$ cat src/rtl/rgb_pwm_pkg.sv
// ---------------------------------------------------------------------------
// rgb_pwm_pkg
// Shared types for the rgb_pwm_fader block.
//   mode_t : per-channel operating mode carried by a configuration write.
//            STATIC  - duty jumps straight to the written value
//            FADE    - duty ramps by 1 per fade step toward the written value
//            BREATHE - duty triangles between 0 and the written peak
//            OFF     - duty forced to 0
// ---------------------------------------------------------------------------
package rgb_pwm_pkg;

  typedef enum logic [1:0] {
    MODE_STATIC  = 2'd0,
    MODE_FADE    = 2'd1,
    MODE_BREATHE = 2'd2,
    MODE_OFF     = 2'd3
  } mode_t;

endpackage

$ cat src/rtl/pwm_fade_chan.sv
// ---------------------------------------------------------------------------
// pwm_fade_chan
// One PWM channel with its fade/breathe engine.
//   clk, rst      : clock, synchronous active-high reset
//   wr_en         : accepted configuration write addressed to this channel
//   wr_mode       : mode carried by the write
//   wr_duty       : target duty (STATIC/FADE) or breathe peak
//   period_start  : first cycle of a PWM period (pwm_cnt == 0 after a wrap)
//   fade_tick     : fade/breathe step strobe (coincides with period_start)
//   pwm_cnt       : shared PWM counter
//   pwm_out       : registered PWM output, active-high
//   busy          : duty still moving (or breathing with a non-zero peak)
// Optional macro RGB_PWM_GAMMA_EN: square-law gamma applied when the duty
// is latched at the period boundary.
// ---------------------------------------------------------------------------
module pwm_fade_chan
  import rgb_pwm_pkg::*;
#(
  parameter int PWM_BITS = 8
) (
  input  logic                clk,
  input  logic                rst,
  input  logic                wr_en,
  input  mode_t               wr_mode,
  input  logic [PWM_BITS-1:0] wr_duty,
  input  logic                period_start,
  input  logic                fade_tick,
  input  logic [PWM_BITS-1:0] pwm_cnt,
  output logic                pwm_out,
  output logic                busy
);

  localparam logic [PWM_BITS-1:0] DUTY_MAX = '1;
  localparam logic [PWM_BITS-1:0] DUTY_ONE = PWM_BITS'(1);

  mode_t               mode_q, mode_d;
  logic [PWM_BITS-1:0] target_q, target_d;
  logic [PWM_BITS-1:0] duty_next_q, duty_next_d;
  logic [PWM_BITS-1:0] duty_cur_q, duty_cur_d;
  logic                dir_up_q, dir_up_d;
  logic                pwm_out_q, pwm_out_d;
  logic [PWM_BITS-1:0] latch_val;
  logic [PWM_BITS-1:0] duty_eff;

`ifdef RGB_PWM_GAMMA_EN
  // Square-law curve; full scale is pinned so "always on" survives gamma.
  always_comb begin
    if (duty_next_q == DUTY_MAX) begin
      latch_val = DUTY_MAX;
    end else begin
      latch_val = PWM_BITS'(({{PWM_BITS{1'b0}}, duty_next_q} *
                             {{PWM_BITS{1'b0}}, duty_next_q}) >> PWM_BITS);
    end
  end
`else
  assign latch_val = duty_next_q;
`endif

  // In the boundary cycle duty_cur_q still holds the old period's value, so
  // the comparator uses the value being latched to keep every period whole.
  assign duty_eff = period_start ? latch_val : duty_cur_q;

  always_comb begin
    mode_d      = mode_q;
    target_d    = target_q;
    duty_next_d = duty_next_q;
    duty_cur_d  = duty_cur_q;
    dir_up_d    = dir_up_q;

    if (period_start) begin
      duty_cur_d = latch_val;
    end

    // A write takes priority over a coincident fade step, which is dropped.
    if (wr_en) begin
      mode_d = wr_mode;
      case (wr_mode)
        MODE_STATIC: begin
          target_d    = wr_duty;
          duty_next_d = wr_duty;
        end
        MODE_FADE: begin
          target_d = wr_duty;
        end
        MODE_BREATHE: begin
          target_d = wr_duty;
          dir_up_d = !(duty_next_q > wr_duty);
        end
        MODE_OFF: begin
          target_d    = '0;
          duty_next_d = '0;
        end
        default: ;
      endcase
    end else if (fade_tick) begin
      case (mode_q)
        MODE_FADE: begin
          if (duty_next_q < target_q) begin
            duty_next_d = duty_next_q + DUTY_ONE;
          end else if (duty_next_q > target_q) begin
            duty_next_d = duty_next_q - DUTY_ONE;
          end
        end
        MODE_BREATHE: begin
          // Reverse at the peak and at 0; never steps outside [0, max].
          if (dir_up_q) begin
            if (duty_next_q < target_q) begin
              duty_next_d = duty_next_q + DUTY_ONE;
            end else begin
              dir_up_d = 1'b0;
              if (duty_next_q != '0) begin
                duty_next_d = duty_next_q - DUTY_ONE;
              end
            end
          end else begin
            if (duty_next_q != '0) begin
              duty_next_d = duty_next_q - DUTY_ONE;
            end else begin
              dir_up_d = 1'b1;
              if (target_q != '0) begin
                duty_next_d = duty_next_q + DUTY_ONE;
              end
            end
          end
        end
        default: ;
      endcase
    end

    pwm_out_d = (duty_eff == DUTY_MAX) || (pwm_cnt < duty_eff);
  end

  always_ff @(posedge clk) begin
    if (rst) begin
      mode_q      <= MODE_STATIC;
      target_q    <= '0;
      duty_next_q <= '0;
      duty_cur_q  <= '0;
      dir_up_q    <= 1'b1;
      pwm_out_q   <= 1'b0;
    end else begin
      mode_q      <= mode_d;
      target_q    <= target_d;
      duty_next_q <= duty_next_d;
      duty_cur_q  <= duty_cur_d;
      dir_up_q    <= dir_up_d;
      pwm_out_q   <= pwm_out_d;
    end
  end

  assign pwm_out = pwm_out_q;
  assign busy    = (duty_next_q != target_q) ||
                   ((mode_q == MODE_BREATHE) && (target_q != '0));

endmodule

$ cat src/rtl/rgb_pwm_fader.sv
// ---------------------------------------------------------------------------
// rgb_pwm_fader
// Multi-channel PWM generator with per-channel fade/breathe engines.
//   clk, rst      : clock, synchronous active-high reset
//   cfg_valid     : configuration write request
//   cfg_ready     : write accept (low during reset, high afterwards)
//   cfg_chan      : target channel; out-of-range channels are accepted and
//                   ignored
//   cfg_mode      : 0 STATIC, 1 FADE, 2 BREATHE, 3 OFF
//   cfg_duty      : target duty or breathe peak
//   pwm_out       : registered PWM outputs, active-high
//   busy          : per-channel ramp-in-progress flags
//   period_start  : one-cycle pulse when pwm_cnt wraps to 0
// Optional macro RGB_PWM_GAMMA_EN enables the gamma curve in each channel.
// ---------------------------------------------------------------------------
module rgb_pwm_fader
  import rgb_pwm_pkg::*;
#(
  parameter int CHANNELS      = 3,
  parameter int PWM_BITS      = 8,
  parameter int PRESCALE_BITS = 10,
  parameter int FADE_DIV_BITS = 4,
  localparam int CHAN_W       = (CHANNELS > 1) ? $clog2(CHANNELS) : 1
) (
  input  logic                clk,
  input  logic                rst,
  input  logic                cfg_valid,
  output logic                cfg_ready,
  input  logic [CHAN_W-1:0]   cfg_chan,
  input  logic [1:0]          cfg_mode,
  input  logic [PWM_BITS-1:0] cfg_duty,
  output logic [CHANNELS-1:0] pwm_out,
  output logic [CHANNELS-1:0] busy,
  output logic                period_start
);

  logic                tick;
  logic                fade_tick;
  logic [PWM_BITS-1:0] pwm_cnt_q, pwm_cnt_d;
  logic                period_start_q, period_start_d;
  logic                cfg_ready_q;
  logic                wr_en;

  // Prescaler: a zero-width divider degenerates to a tick every cycle.
  if (PRESCALE_BITS == 0) begin : g_no_pre
    assign tick = 1'b1;
  end else begin : g_pre
    logic [PRESCALE_BITS-1:0] pre_cnt_q, pre_cnt_d;
    always_comb pre_cnt_d = pre_cnt_q + PRESCALE_BITS'(1);
    always_ff @(posedge clk) begin
      if (rst) pre_cnt_q <= '0;
      else     pre_cnt_q <= pre_cnt_d;
    end
    assign tick = &pre_cnt_q;
  end

  // The pulse comes from the wrap itself, so the count starting at 0 out of
  // reset never raises period_start.
  always_comb begin
    pwm_cnt_d      = tick ? pwm_cnt_q + PWM_BITS'(1) : pwm_cnt_q;
    period_start_d = tick && (&pwm_cnt_q);
  end

  always_ff @(posedge clk) begin
    if (rst) begin
      pwm_cnt_q      <= '0;
      period_start_q <= 1'b0;
      cfg_ready_q    <= 1'b0;
    end else begin
      pwm_cnt_q      <= pwm_cnt_d;
      period_start_q <= period_start_d;
      cfg_ready_q    <= 1'b1;
    end
  end

  // Fade divider counts whole periods; the step fires on the wrapping pulse.
  if (FADE_DIV_BITS == 0) begin : g_no_fade_div
    assign fade_tick = period_start_q;
  end else begin : g_fade_div
    logic [FADE_DIV_BITS-1:0] fade_cnt_q, fade_cnt_d;
    always_comb begin
      fade_cnt_d = period_start_q ? fade_cnt_q + FADE_DIV_BITS'(1) : fade_cnt_q;
    end
    always_ff @(posedge clk) begin
      if (rst) fade_cnt_q <= '0;
      else     fade_cnt_q <= fade_cnt_d;
    end
    assign fade_tick = period_start_q && (&fade_cnt_q);
  end

  assign wr_en = cfg_valid && cfg_ready_q;

  for (genvar gi = 0; gi < CHANNELS; gi++) begin : g_chan
    pwm_fade_chan #(
      .PWM_BITS (PWM_BITS)
    ) u_chan (
      .clk          (clk),
      .rst          (rst),
      .wr_en        (wr_en && (cfg_chan == CHAN_W'(gi))),
      .wr_mode      (mode_t'(cfg_mode)),
      .wr_duty      (cfg_duty),
      .period_start (period_start_q),
      .fade_tick    (fade_tick),
      .pwm_cnt      (pwm_cnt_q),
      .pwm_out      (pwm_out[gi]),
      .busy         (busy[gi])
    );
  end

  assign cfg_ready    = cfg_ready_q;
  assign period_start = period_start_q;

endmodule
$ cat config.mk
export PLATFORM = sky130hd
export DESIGN_NAME = rgb_pwm_fader
export DESIGN_NICKNAME = d
export VERILOG_FILES = /design/src/rtl/rgb_pwm_pkg.sv /design/src/rtl/pwm_fade_chan.sv /design/src/rtl/rgb_pwm_fader.sv
export SDC_FILE = /design/constraint.sdc
export NUM_CORES = 1
export LEC_CHECK = 0
export CORE_MARGIN = 3
export CORE_UTILIZATION = 57
export DETAILED_ROUTE_END_ITERATION = 6
export PLACE_DENSITY = 0.78
export SYNTH_ARGS = -nofsm -noshare
export SYNTH_HDL_FRONTEND = slang
export SYNTH_HIERARCHICAL = 1
export SYNTH_SLANG_ARGS = --single-unit
$ cat constraint.sdc
create_clock -name clk -period 2.2 [get_ports clk]
set_input_delay 0.44 -clock clk [delete_from_list [all_inputs] [get_ports clk]]
set_output_delay 0.44 -clock clk [all_outputs]
set_load 0.05 [all_outputs]
==> results.yml <==
setup_path:
  cp_data_arrival_time_ns: 2.61
  path_cells: "ha_4 > nor2b_4 > o211ai_1 > a21oi_4 > o21ai_4 > mux2_4 > or4b_4 > nand4_1"
  cp-start-kind: "register"
  critPathMaxFanout: 4
  endpoint_kind: "register"
  r2r_slack_ns: -0.11
  cpMaxStageDelayCell: "or4b_4"
  r2r_cells: 8
  cp.required_ns: 2.50
  criticalPathCategory: "reg2reg"
  critPathMaxStageDelay_ns: 0.49
global_route:
  track_usage: 0.284
  grt_pass1_vias: 6858
  antenna_found_initial: 0
  grt_pass1_wl_mm: 33.5
  grt_start_max_net_pins: 53
  overflow: 0
sta:
  skew_ns: 0.00749
  finalHoldViolCount: 0
  final.setup.tns_ns: -0.756
  max_freq_mhz: 433
  slew_violations: 0
  finalWorstSetupSlack_ns: -0.110
  finalSetupViolCount: 12
  relSlewSlack: 0.609
  holdWs_ns: 0.468
  rsz0062_at_grt: "yes"
  timing.final.crit_share: 1.05
  tightestPinTransition_ns: 0.586
  period_needed_ns: 2.31
flow_run:
  cap_violations: 0
clocking:
  htreeDepth: 3
  cts_tree: "yes"
  clockBufferDepth: 2
  cts_made_buffers: 9
  cts-root-buf: "clkbuf_16"
  clock_latency_ns: 0.36
  cts.sinks: 108
  clkSlewWorstSetupHoldPaths_ns: 0.08
finish:
  drive_gt1_frac: 0.302
  fin_nets: 1107
  final_area_mm2: 0.00970
  regArea_mm2: 0.00220
  synthToLayoutAreaGrowth_pct: 29.4
  antenna_cells: 0
  nFillCells: 880
  multi_input_area_mm2: 0.00532
placed_design:
  dp_worst_setup_slack_ns: -0.322
  place_congestion: 0.985
  port_buffers: 22
  dpl_cell_area_mm2: 0.00897
  place_hpwl_mm: 15.3
detailed_routing:
  vias: 7316
  drc: 14
  finalWirelength_mm: 21.5
  postRouteAntennaNets: 0
  post_drt_wl_per_cell_um: 18.1
  drtIter0Drc: 687
  first_pass_iters: 7
  via_per_inst: 6.16
logic_synthesis:
  ys_seq_elements: 108
  yosysSeqAreaShare: 0.289
  yosys.area.top_type: "dfxtp_1"
  ys_warn_count: 6
  synth_edf_count: 0
  synth_top_area_share: 0.289
  synth_area_per_cell_um2: 8.61
  yosysMostFrequentCell: "dfxtp_1"
  synth.distinct_cells: 76
  postSynthCellCount: 870
  yosys-top-cells-area: "dfxtp_1 29%, ha_1 14%, mux2i_1 6.5%"
  synth_area_mm2: 0.00749
  yosys_most_used_dff: "dfxtp_1"
  synth_nets: 966
  netlist_top_cells_count: "108 x dfxtp_1, 91 x nor2_1, 81 x ha_1"
  async_flop_share: 0
floorplan:
  die_y_um: 121
  rows: 41
  initial_core_util: 0.589
  dieArea_mm2: 0.0146
  die_w_um: 121
  top_level_ports: 23
  core_area_mm2: 0.0127
power_and_ir_drop:
  total_power_mw: 4.89
  power.leakage_nw: 4.10
  ir_worst_vdd_uv: 575
  p_per_area_mw_per_mm2: 505
hold_path:
  hp-class: "reg2reg"
  hold_depth: 2
outcome:
  status: "finished, violations left"
  violations: "DRC, setup timing"
what timing repair did:
| action | in CTS | in global routing |
|---|---|---|
| resized for setup | 31 | 69 |
| pin swaps | 16 | 25 |
| hold buffers | 0 | 0 |
| buffers inserted | 1 | 8 |
| gates cloned | 0 | 0 |
| endpoints found under the setup margin | 18 | 28 |
layout by cell type, fill, tap and decap left out, drive strengths merged, types with 6 or more instances in the layout:
cell / instances
xnor2: 9
and2b: 7
ha: 81
a31oi: 12
inv: 72
nor4: 21
a21oi: 39
xor2: 14
clkbuf: 10
clkdlybuf4s50: 15
or4: 9
nor3: 16
nand3: 40
mux2: 11
nand2b: 12
or3: 11
nand4: 28
o21ai: 42
a21o: 6
nor2b: 14
nand2: 46
o21a: 7
mux2i: 49
dfxtp: 108
buf: 147
and3: 12
or2: 7
nor2: 91
a22oi: 9
layout make-up:
type                            instances  share of cell area
Tap cell                              172              0.0222
Timing Repair Buffer                  164               0.146
Multi-Input combinational cell        661               0.548
Inverter                               67              0.0262
Clock buffer                           10              0.0246
Sequential cell                       108               0.227
Clock inverter                          6             0.00529
final timing paths:
check / startpoint / end
setup / recovery: g_chan[1].u_chan/duty_next_q[1] / g_chan[1].u_chan/duty_next_q[5]
hold / removal: g_chan[0].u_chan/target_q[6] / g_chan[0].u_chan/target_q[6]
setup reg to reg: g_chan[1].u_chan/duty_next_q[1] / g_chan[1].u_chan/duty_next_q[5]
hold reg to reg: g_chan[0].u_chan/target_q[6] / g_chan[0].u_chan/target_q[6]
cells by family (layout without fill, tap and decap cells):
logic type	count (synthesis)	after routing	synth area share
AND/OR/NAND/NOR	328	328	0.240
AO/OA/AOI/OAI	169	169	0.167
flip-flops	108	108	0.289
buffers and inverters	101	247	0.0605
adder cells (fa/ha/maj)	81	81	0.135
multiplexers	60	60	0.0820
XOR/XNOR	23	23	0.0269
power breakdown:
group	switching (mW)	total, mW	leakage [nW]	internal (mW)
Combinational	0.649	1.24	3.07	0.596
Clock	0.813	1.64	0.146	0.824
Sequential	0.0319	2.01	0.886	1.98
worst max-delay path: cells and delay by family (launching register included):
kind	cells	cell delay, ns
AND/OR/NAND/NOR	3	0.71
AO/OA/AOI/OAI	3	0.61
flip-flops	1	0.37
multiplexers	1	0.33
adder cells (fa/ha/maj)	1	0.24
state kept, by name (all words and copies together), names as in the netlist, 4 cells and up:
register	flops
g_fade_div.fade_cnt_q	4
g_chan.u_chan/mode_q	6
g_pre.pre_cnt_q	10
g_chan.u_chan/duty_cur_q	24
g_chan.u_chan/target_q	24
g_chan.u_chan/duty_next_q	24
pwm_cnt_q	8
routing by layer:
metal  vias to the layer above  GRT usage  share of wire
met5                         -          0              0
met4                         0      0.113          0.039
met3                        89     0.0477          0.063
met2                       308      0.461           0.47
met1                      3467      0.376           0.42
li1                       3452          -              -
stage by stage:
stage                     std cells  utilization
after floorplan                 870            -
after global placement         1163        0.705
after detailed placement       1163        0.705
after CTS                      1180        0.735
after global routing           1188        0.762
final                          1188        0.762
No activity file was read; power rests on OpenSTA's default activity.
